<file path="src/rtl/pm_fetch_ctrl.sv">
// -----------------------------------------------------------------------------
// pm_fetch_ctrl
//   Instruction-fetch sequencer for the 32-entry program memory.
//   Owns the program counter and drives the PM address. Captures the
//   combinational PM read into an instruction register. Offers each
//   instruction to the execute stage over a valid/ready handshake. Applies
//   jumps taken on the handshake cycle, and stops when it fetches the HALT
//   opcode.
//
//   Optional feature macro: FETCH_STALL_CNT_EN
//     When defined, adds output stall_cnt, a saturating count of ISSUE cycles
//     in which the execute stage was not ready. It is cleared by reset and by
//     an accepted start.
//
// Ports
//   clk       in   1           rising-edge clock
//   rst_n     in   1           asynchronous active-low reset
//   start     in   1           begin/restart execution (IDLE and HALT only)
//   pm_addr   out  ADDR_WIDTH  program memory address (always equals pc)
//   pm_data   in   DATA_WIDTH  combinational program memory read data
//   ir        out  DATA_WIDTH  instruction register
//   ir_valid  out  1           ir is offered to the execute stage
//   ir_ready  in   1           execute stage accepts ir this cycle
//   jmp_en    in   1           redirect pc (honoured only on the handshake cycle)
//   jmp_addr  in   ADDR_WIDTH  jump target
//   pc        out  ADDR_WIDTH  program counter
//   stall_cnt out  16          ISSUE cycles with ir_ready low (macro only)
//   busy      out  1           state is FETCH or ISSUE
//   halted    out  1           state is HALT
// -----------------------------------------------------------------------------
module pm_fetch_ctrl #(
  parameter int                    DATA_WIDTH  = 6,
  parameter int                    ADDR_WIDTH  = 5,
  parameter logic [ADDR_WIDTH-1:0] RESET_PC    = {ADDR_WIDTH{1'b0}},
  parameter logic [DATA_WIDTH-1:0] HALT_OPCODE = {DATA_WIDTH{1'b1}}
) (
  input  logic                  clk,
  input  logic                  rst_n,
  input  logic                  start,
  output logic [ADDR_WIDTH-1:0] pm_addr,
  input  logic [DATA_WIDTH-1:0] pm_data,
  output logic [DATA_WIDTH-1:0] ir,
  output logic                  ir_valid,
  input  logic                  ir_ready,
  input  logic                  jmp_en,
  input  logic [ADDR_WIDTH-1:0] jmp_addr,
  output logic [ADDR_WIDTH-1:0] pc,
`ifdef FETCH_STALL_CNT_EN
  output logic [15:0]           stall_cnt,
`endif
  output logic                  busy,
  output logic                  halted
);

  typedef enum logic [1:0] {
    ST_IDLE  = 2'd0,
    ST_FETCH = 2'd1,
    ST_ISSUE = 2'd2,
    ST_HALT  = 2'd3
  } state_t;

  localparam logic [ADDR_WIDTH-1:0] PC_ONE = {{(ADDR_WIDTH-1){1'b0}}, 1'b1};

  state_t                  state_r, state_s;
  logic [ADDR_WIDTH-1:0]   pc_r, pc_s;
  logic [DATA_WIDTH-1:0]   ir_r, ir_s;
  logic                    ir_valid_r, ir_valid_s;
  logic                    busy_r, busy_s;
  logic                    halted_r, halted_s;
  logic                    start_accept_s;

  // Next-state, pc, ir and handshake decode.
  always_comb begin
    state_s        = state_r;
    pc_s           = pc_r;
    ir_s           = ir_r;
    ir_valid_s     = ir_valid_r;
    start_accept_s = 1'b0;
    case (state_r)
      ST_IDLE: begin
        if (start) begin
          state_s        = ST_FETCH;
          start_accept_s = 1'b1;
        end else begin
          state_s = ST_IDLE;
        end
      end
      ST_FETCH: begin
        ir_s = pm_data;
        // HALT is captured into ir but never offered, and pc stays on it.
        if (pm_data == HALT_OPCODE) begin
          state_s    = ST_HALT;
          ir_valid_s = 1'b0;
        end else begin
          state_s    = ST_ISSUE;
          ir_valid_s = 1'b1;
          pc_s       = pc_r + PC_ONE;  // wraps modulo 2**ADDR_WIDTH
        end
      end
      ST_ISSUE: begin
        if (ir_valid_r && ir_ready) begin
          state_s    = ST_FETCH;
          ir_valid_s = 1'b0;
          // pc already points past this instruction; a jump replaces it.
          if (jmp_en) begin
            pc_s = jmp_addr;
          end else begin
            pc_s = pc_r;
          end
        end else begin
          state_s = ST_ISSUE;
        end
      end
      ST_HALT: begin
        if (start) begin
          state_s        = ST_FETCH;
          pc_s           = RESET_PC;
          start_accept_s = 1'b1;
        end else begin
          state_s = ST_HALT;
        end
      end
      default: begin
        state_s    = ST_IDLE;
        pc_s       = RESET_PC;
        ir_valid_s = 1'b0;
      end
    endcase
  end

  // Status flags registered from the next state so they line up with state_r.
  always_comb begin
    busy_s   = 1'b0;
    halted_s = 1'b0;
    case (state_s)
      ST_FETCH: busy_s   = 1'b1;
      ST_ISSUE: busy_s   = 1'b1;
      ST_HALT:  halted_s = 1'b1;
      default: begin
        busy_s   = 1'b0;
        halted_s = 1'b0;
      end
    endcase
  end

  // Sequencer state, program counter, instruction register and status flags.
  always_ff @(posedge clk or negedge rst_n) begin
    if (!rst_n) begin
      state_r    <= ST_IDLE;
      pc_r       <= RESET_PC;
      ir_r       <= {DATA_WIDTH{1'b0}};
      ir_valid_r <= 1'b0;
      busy_r     <= 1'b0;
      halted_r   <= 1'b0;
    end else begin
      state_r    <= state_s;
      pc_r       <= pc_s;
      ir_r       <= ir_s;
      ir_valid_r <= ir_valid_s;
      busy_r     <= busy_s;
      halted_r   <= halted_s;
    end
  end

`ifdef FETCH_STALL_CNT_EN
  logic [15:0] stall_cnt_r, stall_cnt_s;

  // Saturating count of back-pressured ISSUE cycles; a new run starts from zero.
  always_comb begin
    stall_cnt_s = stall_cnt_r;
    if (start_accept_s) begin
      stall_cnt_s = 16'h0000;
    end else if ((state_r == ST_ISSUE) && !ir_ready && (stall_cnt_r != 16'hFFFF)) begin
      stall_cnt_s = stall_cnt_r + 16'h0001;
    end else begin
      stall_cnt_s = stall_cnt_r;
    end
  end

  // Stall counter register.
  always_ff @(posedge clk or negedge rst_n) begin
    if (!rst_n) begin
      stall_cnt_r <= 16'h0000;
    end else begin
      stall_cnt_r <= stall_cnt_s;
    end
  end

  assign stall_cnt = stall_cnt_r;
`endif

  assign pm_addr  = pc_r;
  assign pc       = pc_r;
  assign ir       = ir_r;
  assign ir_valid = ir_valid_r;
  assign busy     = busy_r;
  assign halted   = halted_r;

endmodule

</file>
<file path="config.mk">
export PLATFORM = sky130hd
export DESIGN_NAME = pm_fetch_ctrl
export DESIGN_NICKNAME = d
export VERILOG_FILES = /design/src/rtl/pm_fetch_ctrl.sv
export SDC_FILE = /design/constraint.sdc
export NUM_CORES = 1
export LEC_CHECK = 0
export CORE_UTILIZATION = 45
export DETAILED_ROUTE_END_ITERATION = 8
export PLACE_DENSITY = 0.83
export SLEW_MARGIN = 5
export SYNTH_ARGS = -nofsm -noshare
export SYNTH_HDL_FRONTEND = slang
export SYNTH_SLANG_ARGS = --single-unit
</file>
<file path="constraint.sdc">
create_clock -name clk -period 3.92 [get_ports clk]
set_clock_uncertainty 0.1 [all_clocks]
set_input_delay 0.392 -clock clk [delete_from_list [all_inputs] [get_ports clk]]
set_output_delay 0.392 -clock clk [all_outputs]
set_load 0.02 [all_outputs]
</file>
==> impl_metrics.toml <==
[status]
result_of_the_run = "finished clean"

[placed_design]
io_buffer_count = 34
routabilityCongestion = 0.7876
place_hpwl_um = 1289

[setup_path]
critical_path.reg2reg.endpoint = "pc[2]$_DFFE_PN0P_"
cp.arrival_ns = 1.40
critPathMaxStageDelay_ns = 0.65
crit-reg2reg-launch = "state_r[1]$_DFF_PN0_"
ff2ff_setup_slack_ns = 2.16
crit_path_top_delay_cell = "sky130_fd_sc_hd__clkdlybuf4s50_1"
required_ns = 3.43
cell_family_with_most_cp_delay = "buffers and inverters"
timing.setup.critical_path_class = "reg -> out"
critPathMaxFanout = 7
timing.critical_path.to_type = "primary output"
buf_inv_stages_crit_path = 1
critPathLaunchType = "register"
ff2ff_path_depth = 4
path_cells = "clkdlybuf4s50_1"

[final_layout]
nNetsFinal = 136
insertedDiodeCount = 0
flow.area_growth_from_synthesis_pct = 36.55
post-route-util_pct = 67.31
share_of_cells_above_drive_strength_1_pct = 8.621

[global_routing]
first_pass_grt_wire_length_um = 2918
antenna_found_initial = 0
grt_overflow_total = 0
gr-usage-all-layers_pct = 19.87
grt_pass1_vias = 707
largest_net_degree_at_the_start_of_global_routing = 18

[synthesis]
combinational_family_with_the_most_area_after_synthesis = "simple AND/OR/NAND/NOR gates"
synth_fa_ha_area_share_pct = 2.878
synth_simple_gate_area_share_pct = 18.13
synth_top_area_share_pct = 46.04
synthMuxAreaShare_pct = 6.906
yosysUniqueCellTypes = 27
ys.warnings.count = 0
synthXorXnorAreaFrac_pct = 3.022
synth_edf_count = 0
synthFlopType = "sky130_fd_sc_hd__dfrtp_1"
synth-compound-area-share_pct = 12.95
yosys.area.top_type = "sky130_fd_sc_hd__dfrtp_1"
post_synth_instance_area_sq_um = 869.6
synth.yosys.seq_area_share_pct = 46.04
synth_fp_nets = 106
netlist_top_cells_count = "sky130_fd_sc_hd__nand2_1 (25), sky130_fd_sc_hd__dfrtp_1 (16), sky130_fd_sc_hd__buf_4 (5), sky130_fd_sc_hd__nor2_1 (5)"
synth_area_per_cell_sq_um = 9.882
asyncSetResetFlopFracSynth_pct = 100.0
post-synth-top-count-cell = "sky130_fd_sc_hd__nand2_1"
synth-seq-cells = 16
synth_cells = 88
synth_top_cells_by_area = "sky130_fd_sc_hd__dfrtp_1 (46%), sky130_fd_sc_hd__nand2_1 (11%), sky130_fd_sc_hd__mux2_4 (6.9%), sky130_fd_sc_hd__buf_4 (4.3%), sky130_fd_sc_hd__buf_6 (3.9%)"

[cts]
clock_latency_ns = 0.28
cts.htree.levels = 1
buffer_depth_of_the_longest_clock_path = 2
cts_buffers = 3
number_of_cells_upsized_or_downsized_after_cts = 0
clock_tree_from_tritoncts = "done"
clk_pin_slew_worst_paths_ns = 0.09
cts_root_buffer = "sky130_fd_sc_hd__clkbuf_4"
post_cts.repair.setup_buffers = 0
clock_sink_count = 16
postCtsHoldBufs = 0

[worst_hold_path]
hold_path.startpoint = "ir[0]$_DFFE_PN0P_"
hold_path_class = "reg -> reg"
hold-path-endpoint = "ir[0]$_DFFE_PN0P_"
holdPathStages = 2

[power]
p_sw_share_pct = 41.85
total_switching_power_w = 0.0004100
seq_power_share_pct = 33.6
power.static_leakage_nw = 0.5324
power.combinational.fraction_pct = 57.9
clkPwrFrac_pct = 8.5
power_density_nw_per_um2 = 825.0
internal-power_w = 0.0005696
ir_worst_vdd_mv = 0.4230

[routing]
postRouteWirelength_um = 1716
drt-initial-drc-count = 13
detailroute.via_count = 706
drc = 0
routed_wire_length_per_instance_um = 12.17
drtPass1Iterations = 4
detail_route.vias_per_cell = 5.007
postRouteAntennaNets = 0

[die]
start_util_pct = 49.29
die_height_um = 45.96
dieArea_sq_um = 2112
core-area_sq_um = 1764
boundaryPins = 35
fp-row-count = 15
chipWidth_um = 45.96

[timing]
grt_setup_unrepaired = "no"
setup_viol_count_final = 0
hold_viol = 0
drv_slew = 0
timing.setup.tns_ns = 0
fin_crit_sh_pct = 48.38
max_freq_mhz = 527.3
timing.max_slew.rel_slack_pct = 50.69
finalCriticalPeriod_ns = 1.897
max_slew.worst_pin.slew_ns = 0.7373

[run]
max_cap_viol_count = 0
-- sequential cells by signal, summed over array words and instances (netlist names) --
| register | flops |
|---|---|
| busy | 1 |
| ir | 6 |
| state_r | 2 |
| ir_valid | 1 |
| halted | 1 |
| pc | 5 |
-- cells by family after synthesis --
family	Yosys count
adders and majority gates	2
DFF	16
buffers and inverters	12
xor gates and xnor gates	3
AOI/OAI and AO/OA	15
and+or+nand+nor	36
muxes	4
-- metrics by stage --
| stage | hold WS, ns | worst slack (ns) | instance area (sq um) | std cells | total power, W |
|---|---|---|---|---|---|
| after floorplan | -0.003591 | 2.316 | 869.6 | 88 | 0.0007265 |
| after global placement | 0.3574 | 1.979 | 1165 | 138 | 0.0008854 |
| after detailed placement | 0.3683 | 1.911 | 1165 | 138 | 0.0009023 |
| after CTS | 0.3881 | 2.023 | 1187 | 141 | 0.0009883 |
| after global routing | 0.4156 | 1.961 | 1187 | 141 | 0.001060 |
| final | 0.3884 | 2.023 | 1187 | 141 | 0.0009796 |
-- final cells by class --
class | count | area (sq um)
fill | 156 | 576.8
multi-input combinational | 60 | 381.6
timing repair buffer | 34 | 340.3
tap | 25 | 31.28
inverter | 3 | 11.26
sequential | 16 | 400.4
clock buffer | 3 | 22.52
-- layout by cell type, fill, tap and decap left out --
cell / count
sky130_fd_sc_hd__mux2_4: 4
sky130_fd_sc_hd__o21ai_0: 4
sky130_fd_sc_hd__a21boi_0: 1
sky130_fd_sc_hd__nand2_1: 25
sky130_fd_sc_hd__o21ai_2: 1
sky130_fd_sc_hd__o32a_1: 1
sky130_fd_sc_hd__inv_1: 3
sky130_fd_sc_hd__and2b_1: 1
sky130_fd_sc_hd__xnor2_1: 1
sky130_fd_sc_hd__nand3_1: 2
sky130_fd_sc_hd__nor2_1: 5
sky130_fd_sc_hd__nand4_1: 1
sky130_fd_sc_hd__a221oi_1: 1
sky130_fd_sc_hd__a21oi_1: 2
sky130_fd_sc_hd__clkbuf_4: 3
sky130_fd_sc_hd__xor2_1: 2
sky130_fd_sc_hd__or2b_1: 1
sky130_fd_sc_hd__dfrtp_1: 16
sky130_fd_sc_hd__o22a_1: 1
sky130_fd_sc_hd__nor2b_4: 1
sky130_fd_sc_hd__ha_1: 2
sky130_fd_sc_hd__a41o_1: 1
sky130_fd_sc_hd__a21oi_4: 1
sky130_fd_sc_hd__clkdlybuf4s50_1: 34
sky130_fd_sc_hd__a31oi_1: 1
sky130_fd_sc_hd__o22ai_1: 1
-- worst reg2reg max path, stage by stage, from the launching register on --
cell and delay [ns]:
sky130_fd_sc_hd__dfrtp_1 0.66, sky130_fd_sc_hd__a41o_1 0.26, sky130_fd_sc_hd__o21ai_2 0.08, sky130_fd_sc_hd__a21oi_4 0.23, sky130_fd_sc_hd__mux2_4 0.33
-- layer usage --
layer,track usage [%],routed length (um)
met1,22.94,724
met3,4.365,158
met4,10.00,4
met5,0,0
met2,34.08,828
-- how the worst max path moves through the flow --
stage                    startpoint           endpoint  slack [ns]  cells past startpoint
3_3_place_gp             pm_data[4]  pc[4]$_DFFE_PN0P_        1.98                      5
3_5_place_dp             pm_data[4]  pc[2]$_DFFE_PN0P_        1.91                      5
4_1_cts           pc[0]$_DFFE_PN0P_         pm_addr[0]        2.02                      1
5_1_grt           pc[0]$_DFFE_PN0P_              pc[0]        1.96                      1
6_report          pc[0]$_DFFE_PN0P_         pm_addr[0]        2.02                      1
2_1_floorplan  state_r[1]$_DFF_PN0_     busy$_DFF_PN0_        2.32                      5
-- power groups by stage --
stage	registers (W)	logic, W	clock network [W]
2_1_floorplan	0.000378	0.000349	0
3_3_place_gp	0.000329	0.000557	0
3_5_place_dp	0.000332	0.000570	0
4_1_cts	0.000329	0.000572	0.0000871
5_1_grt	0.000344	0.000622	0.0000932
6_report	0.000329	0.000567	0.0000835
Note: power is estimated with default switching activity, not from simulation.
